## src/rtl/spram_word_bridge.sv

```systemverilog
`timescale 1ns/1ps
// spram_word_bridge
// Upstream request sequencer for a single 16-bit x 16K single-port RAM macro.
// Each 32-bit word request is split into two RAM accesses, low half first,
// then high half. Byte enables become nibble write masks. One response is
// returned per request. After a programmable idle period the RAM is put into
// standby.
//
// Ports:
//   clk, rst_n        clock (also clocks the RAM), async active-low reset
//   req_*             word request: valid/ready, we, addr, wdata, be
//   rsp_*             response: valid/ready, rdata (0 for write responses)
//   ram_addr          halfword address {word_addr, half}
//   ram_datain        RAM write data
//   ram_maskwren      RAM nibble write mask
//   ram_wren, ram_cs  RAM write enable, chip select
//   ram_standby       RAM standby request
//   ram_dataout       RAM read data, valid the cycle after a read access
// All outputs are registered. There is no combinational path from req_* to ram_*.

module spram_word_bridge #(
  parameter int ADDR_W       = 13,
  parameter int STANDBY_IDLE = 16
) (
  input  logic              clk,
  input  logic              rst_n,
  input  logic              req_valid,
  output logic              req_ready,
  input  logic              req_we,
  input  logic [ADDR_W-1:0] req_addr,
  input  logic [31:0]       req_wdata,
  input  logic [3:0]        req_be,
  output logic              rsp_valid,
  input  logic              rsp_ready,
  output logic [31:0]       rsp_rdata,
  output logic [ADDR_W:0]   ram_addr,
  output logic [15:0]       ram_datain,
  output logic [3:0]        ram_maskwren,
  output logic              ram_wren,
  output logic              ram_cs,
  output logic              ram_standby,
  input  logic [15:0]       ram_dataout
);

  localparam int CNT_W = (STANDBY_IDLE < 2) ? 1 : $clog2(STANDBY_IDLE + 1);
  localparam logic [CNT_W-1:0] IDLE_LAST = CNT_W'(STANDBY_IDLE - 1);

  typedef enum logic [2:0] {IDLE, LO, HI, TAIL, RSP, STBY, WAKE} state_t;

  state_t            state;
  logic              we_q;
  logic [ADDR_W-1:0] addr_q;
  logic [15:0]       wdata_hi;
  logic [1:0]        be_hi;
  logic [15:0]       rdata_lo;
  logic [CNT_W-1:0]  idle_cnt;

  // The low-half access is loaded straight from the request on the accept edge.
  // Only the high-half fields need to be kept for the following cycle.
  always_ff @(posedge clk or negedge rst_n) begin
    if (!rst_n) begin
      state        <= IDLE;
      we_q         <= 1'b0;
      addr_q       <= '0;
      wdata_hi     <= '0;
      be_hi        <= '0;
      rdata_lo     <= '0;
      idle_cnt     <= '0;
      req_ready    <= 1'b0;
      rsp_valid    <= 1'b0;
      rsp_rdata    <= '0;
      ram_addr     <= '0;
      ram_datain   <= '0;
      ram_maskwren <= '0;
      ram_wren     <= 1'b0;
      ram_cs       <= 1'b0;
      ram_standby  <= 1'b0;
    end else begin
      case (state)
        // req_ready is registered, so it is still low in the first cycle
        // after reset. A request is only taken while it is high.
        IDLE: begin
          if (req_ready && req_valid) begin
            we_q         <= req_we;
            addr_q       <= req_addr;
            wdata_hi     <= req_wdata[31:16];
            be_hi        <= req_be[3:2];
            idle_cnt     <= '0;
            req_ready    <= 1'b0;
            ram_cs       <= 1'b1;
            ram_wren     <= req_we;
            ram_addr     <= {req_addr, 1'b0};
            ram_datain   <= req_wdata[15:0];
            ram_maskwren <= req_we ? {req_be[1], req_be[1], req_be[0], req_be[0]} : 4'b0;
            state        <= LO;
          end else if (STANDBY_IDLE != 0 && idle_cnt == IDLE_LAST) begin
            idle_cnt    <= '0;
            req_ready   <= 1'b0;
            ram_standby <= 1'b1;
            state       <= STBY;
          end else begin
            idle_cnt  <= idle_cnt + 1'b1;
            req_ready <= 1'b1;
          end
        end

        LO: begin
          ram_addr     <= {addr_q, 1'b1};
          ram_datain   <= wdata_hi;
          ram_maskwren <= we_q ? {be_hi[1], be_hi[1], be_hi[0], be_hi[0]} : 4'b0;
          state        <= HI;
        end

        // ram_dataout now carries the low half read during LO.
        HI: begin
          ram_cs       <= 1'b0;
          ram_wren     <= 1'b0;
          ram_addr     <= '0;
          ram_datain   <= '0;
          ram_maskwren <= '0;
          if (we_q) begin
            rsp_valid <= 1'b1;
            rsp_rdata <= '0;
            state     <= RSP;
          end else begin
            rdata_lo <= ram_dataout;
            state    <= TAIL;
          end
        end

        TAIL: begin
          rsp_valid <= 1'b1;
          rsp_rdata <= {ram_dataout, rdata_lo};
          state     <= RSP;
        end

        RSP: begin
          if (rsp_ready) begin
            rsp_valid <= 1'b0;
            rsp_rdata <= '0;
            req_ready <= 1'b1;
            state     <= IDLE;
          end
        end

        // The waking request is left pending. It is accepted in IDLE.
        STBY: begin
          if (req_valid) begin
            ram_standby <= 1'b0;
            state       <= WAKE;
          end
        end

        WAKE: begin
          req_ready <= 1'b1;
          state     <= IDLE;
        end

        default: state <= IDLE;
      endcase
    end
  end

endmodule

```

## config.mk

```make
export PLATFORM = sky130hd
export DESIGN_NAME = spram_word_bridge
export DESIGN_NICKNAME = d
export VERILOG_FILES = /design/src/rtl/spram_word_bridge.sv
export SDC_FILE = /design/constraint.sdc
export NUM_CORES = 1
export LEC_CHECK = 0
export CAP_MARGIN = 20
export CORE_ASPECT_RATIO = 1.5
export CORE_MARGIN = 1
export CORE_UTILIZATION = 35
export CTS_CLUSTER_SIZE = 25
export DETAILED_ROUTE_END_ITERATION = 10
export GPL_TIMING_DRIVEN = 0
export PLACE_DENSITY = 0.68
export SLEW_MARGIN = 20
export SYNTH_ARGS = -nofsm -noshare
export SYNTH_HDL_FRONTEND = slang
export SYNTH_SLANG_ARGS = --single-unit
```

## constraint.sdc

```tcl
create_clock -name clk -period 2.9 [get_ports clk]
set_input_delay 0.29 -clock clk [delete_from_list [all_inputs] [get_ports clk]]
set_output_delay 0.29 -clock clk [all_outputs]
set_load 0.005 [all_outputs]
```

==> reports/metrics.yaml <==
ys_async_sr_fraction_pct: 100
synthCells: 402
ys_dominant_reg_cell: "dfrtp_1"
syn-cell-area_um2: 5420
layout-drive-gt1-share_pct: 19.9
vias: 4063
wl_per_cell_um: 18.5
reg2reg_to: "rdata_lo[12]"
postCtsSetupRepairBufs: 0
synth-edff-count: 0
stdcell_count: 776
internal-power_mw: 6.81
avgSynthCellArea_um2: 13.5
fin_worst_skew_ns: 0.00593
crit_buf_inv: 2
clk_latency_ns: 0.41
timing.final.crit_period_ns: 1.96
worstPathArrival_ns: 2.26
cts_buffer_depth: 2
grt_first_pass_wirelength_mm: 23.3
firstDrtPassIters: 4
period_share_pct: 67.5
htreeDepth: 4
power.leakage_nw: 3.36
power_frac_seq_pct: 32.4
fmax_mhz: 511
ys_seq_area_share_pct: 57.8
synth_area_leaders: "dfrtp_1 58%, mux2_4 8.3%, a22o_1 5.2%, a2bb2oi_1 4.7%, o32ai_1 4.7%"
hold_class: "in -> async"
crit_chain: "buf_2 -> nor4b_4 -> buf_6 -> mux2_2"
synth_warnings: 0
reg2reg_from: "state[2]"
drcViolationCount: 0
dieArea_um2: 16000
maxSlewHeadroom_pct: 53.8
critical-path-top-delay-family: "simple AND/OR/NAND/NOR gates"
synth_common_cells: "125 x dfrtp_1, 36 x nand2_1, 32 x a22o_1"
maxSlewViolCount: 0
syn-num-nets: 473
synth_cell_type_count: 49
setup_viol: 0
switching_share_pct: 30.4
outcome: "complete, no violations"
synth.top_cell.area_share_pct: 57.8
cpMaxStageDelayCell: "nor4b_4"
fp.dieW_um: 104
cts_buffers: 17
hpwl_mm: 10.2
place.gp.congestion: 0.757
yosys.cell_count.top_type: "dfrtp_1"
netlist.top_cell.by_area: "dfrtp_1"
dieHeight_um: 154
synth_seq_cells: 125
end_kind: "flop"
combPwrFrac_pct: 41.0
cp.required_ns: 3.20
layout.nets: 635
area_delta_synth_final_pct: 45.0
cts_tree: "yes"
hold_viol: 0
start_util_pct: 35.9
clock_power_share_pct: 26.6
antenna_cells: 0
vdd_drop_max_uv: 620
grt-ovfl-total: 0
switchingPower_mw: 2.98
clk_pin_slew_ns: 0.06
antenna_found_initial: 0
grt_pass1_vias: 4403
vias_per_cell: 5.24
grt_setup_unrepaired: "false"
worst-r2r-cell-count: 4
drtIter0Drc: 224
clock_sinks: 125
ios: 141
fin_hold_ws_ns: 0.422
r2r_setup_slack_ns: 0.94
cts_resized: 0
fin_util_pct: 52.1
crit_type: "reg -> reg"
power_density_nw_per_um2: 1250
drv_cap: 0
port_buffers: 140
critical_path.startpoint_type: "flop"
tightest_slew_ns: 0.689
routed_wl_mm: 14.4
max_stage_delay_ns: 0.65
rows: 55
grt_max_degree: 83
grtUsageTotal_pct: 18.8
path_max_fanout: 10
cts_root_buf: "clkbuf_16"
antenna_left: 0
coreArea_um2: 15100
place_inst: 743
-- cells in the final DEF, fill, tap and decap left out, types with 3 or more instances in the layout --
master / n
nand2_1: 36
clkdlybuf4s50_1: 139
o32ai_1: 29
bufinv_16: 8
mux2_4: 30
buf_12: 4
dfrtp_1: 125
clkinv_4: 3
a21o_1: 4
a2bb2oi_1: 29
buf_2: 19
a21oi_1: 6
o21ai_0: 5
buf_6: 4
a31oi_1: 7
clkbuf_1: 13
nand3_1: 3
mux2_2: 18
clkbuf_16: 17
a22o_1: 32
-- area by class of cell --
type | count | area, um2
Clock buffer | 18 | 439
Clock inverter | 14 | 288
Inverter | 1 | 3.75
Buffer | 41 | 256
Timing Repair Buffer | 143 | 1460
Tap cell | 199 | 249
Fill cell | 1273 | 7220
Sequential cell | 125 | 3130
Multi-Input combinational cell | 235 | 2030
-- worst max-delay path by stage --
stage	cells past startpoint	to	from	slack, ns
after floorplan	6	addr_q[0]	state[0]	1.18
after global placement	1	addr_q[9]	rst_n	-3.25
after detailed placement	5	ram_addr[10]	req_valid	0.79
after CTS	4	rdata_lo[12]	state[2]	0.93
after global routing	4	rdata_lo[11]	state[2]	0.85
final	4	rdata_lo[12]	state[2]	0.94
-- routing by layer --
layer  GRT usage (%)  up-vias  routed length (um)
met1            20.7     2049                5560
met3            6.91       23                1060
met2            32.5      138                7390
li1                -     1853                   -
met4            8.07        0                 354
met5               0        -                   0
-- sequential cells by signal (all words and copies together) (netlist names) --
signal	flops
ram_cs	1
addr_q	13
ram_maskwren	2
state	3
req_ready	1
wdata_hi	16
ram_addr	14
be_hi	2
ram_wren	1
rdata_lo	16
rsp_valid	1
ram_standby	1
rsp_rdata	32
we_q	1
idle_cnt	5
ram_datain	16
-- timing repair --
action / in CTS / in global routing
setup endpoints to repair: 0 / 0
hold buffers: 1 / 0
endpoints found under the hold margin: 81 / 0
-- metrics by stage --
step	area, um2	setup slack, ns	TNS (ns)	power [mW]
after floorplan	5420	1.18	0	5.43
after global placement	7070	-3.25	-404.98	7.09
after detailed placement	7110	0.791	0	7.21
after CTS	7850	0.925	0	9.89
after global routing	7850	0.849	0	10.3
final	7850	0.943	0	9.79
-- tightest hold or removal path: stages --
cell,delay [ns]
dlygate4sd3_1,0.54
buf_6,0.11
buf_16,0.30
-- power by group through the flow --
| stage | Combinational, mW | Sequential, mW | Clock (mW) |
|---|---|---|---|
| finish | 4.02 | 3.17 | 2.61 |
| floorplan | 2.34 | 3.09 | 0 |
| global route | 4.34 | 3.27 | 2.73 |
| detailed placement | 4.05 | 3.17 | 0 |
| CTS | 4.06 | 3.17 | 2.66 |
| global placement | 3.94 | 3.14 | 0 |
-- kinds of logic after synthesis --
logic type	after synthesis	share of synthesized area, %
adders and majority gates	1	0.231
buffers and inverters	42	4.81
AOI/OAI and AO/OA	126	19.0
DFF	125	57.8
muxes	49	12.2
and+or+nand+nor	58	5.75
xor gates and xnor gates	1	0.162
(Power assumes the default switching activity.)
